==> src/rtl/fifo_bit_player.sv <==
// rtl/fifo_bit_player.sv - pops FIFO bytes and replays them LSB-first, one bit per TICK_CNT cycles
//
// Ports:
//   clk        single clock, rising edge
//   rst        asynchronous active-high reset
//   run        playback enable, only looked at on byte boundaries
//   empty      FIFO empty flag
//   rd_data    FIFO read data, valid the cycle after rd_en
//   rd_en      one-cycle FIFO pop strobe
//   bit_out    currently displayed bit (0 when nothing is displayed)
//   bit_valid  high while a bit is displayed
//   bit_idx    index of the displayed bit; holds its last value otherwise
//   byte_done  one-cycle pulse after a byte's last bit completes
//   busy       high whenever the player is not idle
//   byte_cnt   number of fully played bytes, wraps at 256
module fifo_bit_player #(
  parameter int DATA_WIDTH = 8,
  parameter int TICK_CNT   = 3_600_000,
  localparam int IDX_W     = $clog2(DATA_WIDTH)
) (
  input  logic                  clk,
  input  logic                  rst,
  input  logic                  run,
  input  logic                  empty,
  input  logic [DATA_WIDTH-1:0] rd_data,
  output logic                  rd_en,
  output logic                  bit_out,
  output logic                  bit_valid,
  output logic [IDX_W-1:0]      bit_idx,
  output logic                  byte_done,
  output logic                  busy,
  output logic [7:0]            byte_cnt
);

  localparam int TW = (TICK_CNT > 1) ? $clog2(TICK_CNT) : 1;

  typedef enum logic [1:0] {
    IDLE = 2'd0,
    POP  = 2'd1,
    LOAD = 2'd2,
    SHOW = 2'd3
  } state_t;

  state_t                state;
  state_t                state_next;
  logic [DATA_WIDTH-1:0] shreg;
  logic [TW-1:0]         tick_cnt;
  logic                  last_tick;
  logic                  last_bit;
  logic                  byte_end;
  logic                  start;

  assign last_tick = (tick_cnt == TW'(TICK_CNT - 1));
  assign last_bit  = (bit_idx == IDX_W'(DATA_WIDTH - 1));
  // Final cycle of the final bit: the only place a byte is counted.
  assign byte_end  = (state == SHOW) && last_tick && last_bit;
  // A pop is only launched when the FIFO reports data in the decision cycle.
  assign start     = run && !empty;

  always_ff @(posedge clk or posedge rst) begin
    if (rst) begin
      state <= IDLE;
    end else begin
      state <= state_next;
    end
  end

  always_comb begin
    state_next = state;
    rd_en      = 1'b0;
    bit_valid  = 1'b0;
    bit_out    = 1'b0;
    busy       = (state != IDLE);
    unique case (state)
      IDLE: begin
        if (start) state_next = POP;
      end
      POP: begin
        rd_en      = 1'b1;
        state_next = LOAD;
      end
      LOAD: begin
        state_next = SHOW;
      end
      SHOW: begin
        bit_valid = 1'b1;
        bit_out   = shreg[bit_idx];
        if (byte_end) state_next = start ? POP : IDLE;
      end
      default: state_next = IDLE;
    endcase
  end

  always_ff @(posedge clk or posedge rst) begin
    if (rst) begin
      shreg     <= '0;
      tick_cnt  <= '0;
      bit_idx   <= '0;
      byte_cnt  <= '0;
      byte_done <= 1'b0;
    end else begin
      byte_done <= byte_end;
      if (byte_end) byte_cnt <= byte_cnt + 8'd1;
      if (state == LOAD) begin
        shreg    <= rd_data;
        bit_idx  <= '0;
        tick_cnt <= '0;
      end else if (state == SHOW) begin
        if (last_tick) begin
          tick_cnt <= '0;
          // bit_idx stays on the last bit after the byte so it holds while idle.
          if (!last_bit) bit_idx <= bit_idx + IDX_W'(1);
        end else begin
          tick_cnt <= tick_cnt + TW'(1);
        end
      end
    end
  end

endmodule

==> config.mk <==
export PLATFORM = sky130hd
export DESIGN_NAME = fifo_bit_player
export DESIGN_NICKNAME = d
export VERILOG_FILES = /design/src/rtl/fifo_bit_player.sv
export SDC_FILE = /design/constraint.sdc
export NUM_CORES = 1
export LEC_CHECK = 0
export CAP_MARGIN = 30
export CORE_ASPECT_RATIO = 0.75
export CORE_MARGIN = 3
export CORE_UTILIZATION = 50
export DETAILED_ROUTE_END_ITERATION = 7
export PLACE_DENSITY = 0.8
export SLEW_MARGIN = 20
export SYNTH_ARGS = -nofsm -noshare
export SYNTH_HDL_FRONTEND = slang
export SYNTH_SLANG_ARGS = --single-unit
==> constraint.sdc <==
create_clock -name clk -period 3.1 [get_ports clk]
set_clock_uncertainty 0.1 [all_clocks]
set_input_delay 0.62 -clock clk [delete_from_list [all_inputs] [get_ports clk]]
set_output_delay 0.62 -clock clk [all_outputs]
set_load 0.03 [all_outputs]
==> qor.csv <==
stage,metric,value,unit
yosys,syn_nets,246,
setup_path,slowest_delay,590,ps
timing,finalSetupTns,0,ps
layout,diodes,0,
layout,area_delta_synth_final,17.6,%
cts,post-cts-setup-buffers,0,
yosys,synth_area_leader_cell,dfrtp_1,
global_routing,antenna_found_initial,0,
drt,drt_wl_total,4840,um
setup_path,critPathMaxFanout,6,
layout,multiInputGateArea,1210,sq um
setup_path,reg2reg_slack,820,ps
setup_path,cp-start-kind,flip-flop,
timing,finalCritPeriodShare,0.914,
drt,ant_nets,0,
cts,clock_path_buffers,2,
yosys,synth-seq-cells,44,
setup_path,endpoint_kind,primary output,
layout,regArea,1100,sq um
global_routing,grt_pass1_wl,8350,um
drt,drc,0,
cts,cts.reportedPaths.clkPinSlew,80,ps
setup_path,crit_arrival,2110,ps
yosys,synthTopCellsByArea,"dfrtp_1 46%, xor2_1 5.2%, ha_1 4.8%",
global_routing,grt_pass1_vias,1739,
placement,port_buffers,27,
job,cap_violations,0,
cts,clock_latency,300,ps
layout,stdcell_area,2790,sq um
setup_path,rr_worst_depth,7,
floorplanning,die_h,65.6,um
cts,cts_resized,0,
floorplanning,chipWidth,85.5,um
yosys,ys.flop_type,dfrtp_1,
layout,n_fill_cell,378,
global_routing,grt_usage,0.187,
yosys,synth_edf_count,0,
min_path,hold_depth,1,
min_path,min_to,byte_cnt[7]$_DFFE_PP0P_,
min_path,holdCritPathClass,reg -> reg,
timing,min_period,2830,ps
yosys,synthArstFlopShare,1.00,
setup_path,r2r_start,state[0]$_DFFE_PP0P_,
global_routing,grt-ovfl-total,0,
timing,hold_viol,0,
cts,holdBufCountCts,0,
placement,gp_congestion,0.846,
layout,final_cell_mix,"44 x dfrtp_1, 27 x clkdlybuf4s50_1, 15 x o21ai_0",
timing,fmax,353,MHz
drt,via_per_inst,5.94,
placement,hpwl,3460,um
timing,worstMarginPinSlew,552,ps
setup_path,r2r_end,tick_cnt[12]$_DFFE_PP0P_,
layout,final_common_cell,dfrtp_1,
timing,rsz0062_at_grt,no,
floorplanning,rows,21,
yosys,synth_area,2370,sq um
yosys,synth_cell_types,40,
drt,drt_iter0_drc,145,
setup_path,cp.required,2380,ps
layout,final_nets,275,
yosys,netlist_instances,225,
pwr,power_density,596,nW/um^2
placement,placed_cell_area,2690,sq um
min_path,hp-start,byte_cnt[7]$_DFFE_PP0P_,
floorplanning,core_area,4520,sq um
setup_path,crit_chain,mux4_2 > mux2i_1 > nor2b_1 > clkdlybuf4s50_1,
floorplanning,initial_utilization,0.524,
floorplanning,pin_count,28,
setup_path,cp_slowest_cell,clkdlybuf4s50_1,
drt,vias,1853,
timing,slew_headroom,0.632,
cts,root_buffer,clkbuf_8,
yosys,ys_warn_count,0,
setup_path,criticalPathCategory,reg -> out,
global_routing,grt_max_degree,45,
layout,drive_above_1_share,0.110,
cts,cts-buffers-inserted,5,
timing,drv_slew,0,
cts,htreeDepth,2,
yosys,synth.avg_cell_area,10.5,sq um
yosys,ys_seq_area_frac,0.465,
pwr,vdd_ir_drop_max,0.620,mV
yosys,yosys.area.top_type_share,0.465,
drt,firstDrtPassIters,6,
cts,cts_tree,built,
pwr,total_leakage_power,1.20,nW
timing,setup_viol,0,
drt,routedWlPerCell,15.5,um
floorplanning,dieArea,5610,sq um
cts,clock_sinks,44,
run_status,status,completed,
==> cell usage after synthesis (9+ instances only) <==
cell	instances
mux2_2	10
nand2_1	9
dfrtp_1	44
ha_1	9
nor2_1	14
o21ai_0	15
a21oi_1	13
nand4_1	11
nand3_1	13
xor2_1	14
==> cell families (layout without fill, tap and decap cells) <==
family,Yosys count,count (layout),synth area share
and+or+nand+nor,93,93,0.242
DFF,44,44,0.465
AOI/OAI and AO/OA,35,35,0.0845
xor gates and xnor gates,18,18,0.0665
muxes,13,13,0.0707
buffers and inverters,13,43,0.0238
adders and majority gates,9,9,0.0475
==> layer usage <==
layer  share of wire  global-route usage  up-vias  routed length, um
li1                -                   -      889                  -
met5               0                   0        -                  0
met1            0.50               0.280      919               2430
met2            0.45               0.271       41               2160
met4          0.0056              0.0474        0                 27
met3           0.046              0.0439        4                223
==> per-stage QoR <==
step	total power, mW	hold WS, ps	instances	worst slack [ps]	utilization
4_1_cts	1.68	378	312	255	0.617
5_1_grt	1.76	389	312	153	0.617
3_3_place_gp	1.27	359	304	613	0.596
6_report	1.66	375	312	266	0.617
2_1_floorplan	1.13	375	225	927	-
3_5_place_dp	1.30	358	304	588	0.596
==> critical path: cells and delay by family (launching register included) <==
| kind | cells | cell delay [ps] |
|---|---|---|
| buffers and inverters | 1 | 590 |
| DFF | 1 | 480 |
| muxes | 2 | 690 |
| and+or+nand+nor | 1 | 60 |
==> power by group <==
part | total (mW) | internal [mW] | switching (mW)
Sequential | 0.722 | 0.660 | 0.0629
Combinational | 0.561 | 0.255 | 0.306
Clock | 0.377 | 0.181 | 0.196
==> state kept, by name, indices dropped and copies added (netlist names) <==
| register | flops |
|---|---|
| shreg | 8 |
| bit_idx | 3 |
| byte_cnt | 8 |
| byte_done | 1 |
| state | 2 |
| tick_cnt | 22 |
==> area by class of cell <==
class / instances / area share
clock buffers: 7 / 0.0310
inverters: 6 / 0.00808
multi-input cells: 168 / 0.435
flip-flops and latches: 44 / 0.395
clock inverters: 1 / 0.00269
repair buffers: 29 / 0.102
well taps: 57 / 0.0256
==> worst max-delay path by stage <==
stage	from	to	slack (ps)	cells past startpoint
floorplan	state[0]$_DFFE_PP0P_	byte_cnt[1]$_DFFE_PP0P_	930	6
global placement	bit_idx[0]$_DFFE_PP0P_	bit_out	610	4
detailed placement	bit_idx[0]$_DFFE_PP0P_	bit_out	590	4
CTS	bit_idx[0]$_DFFE_PP0P_	bit_out	260	4
global route	bit_idx[0]$_DFFE_PP0P_	bit_out	150	4
finish	bit_idx[0]$_DFFE_PP0P_	bit_out	270	4
Note: power is estimated with default switching activity, not from simulation.
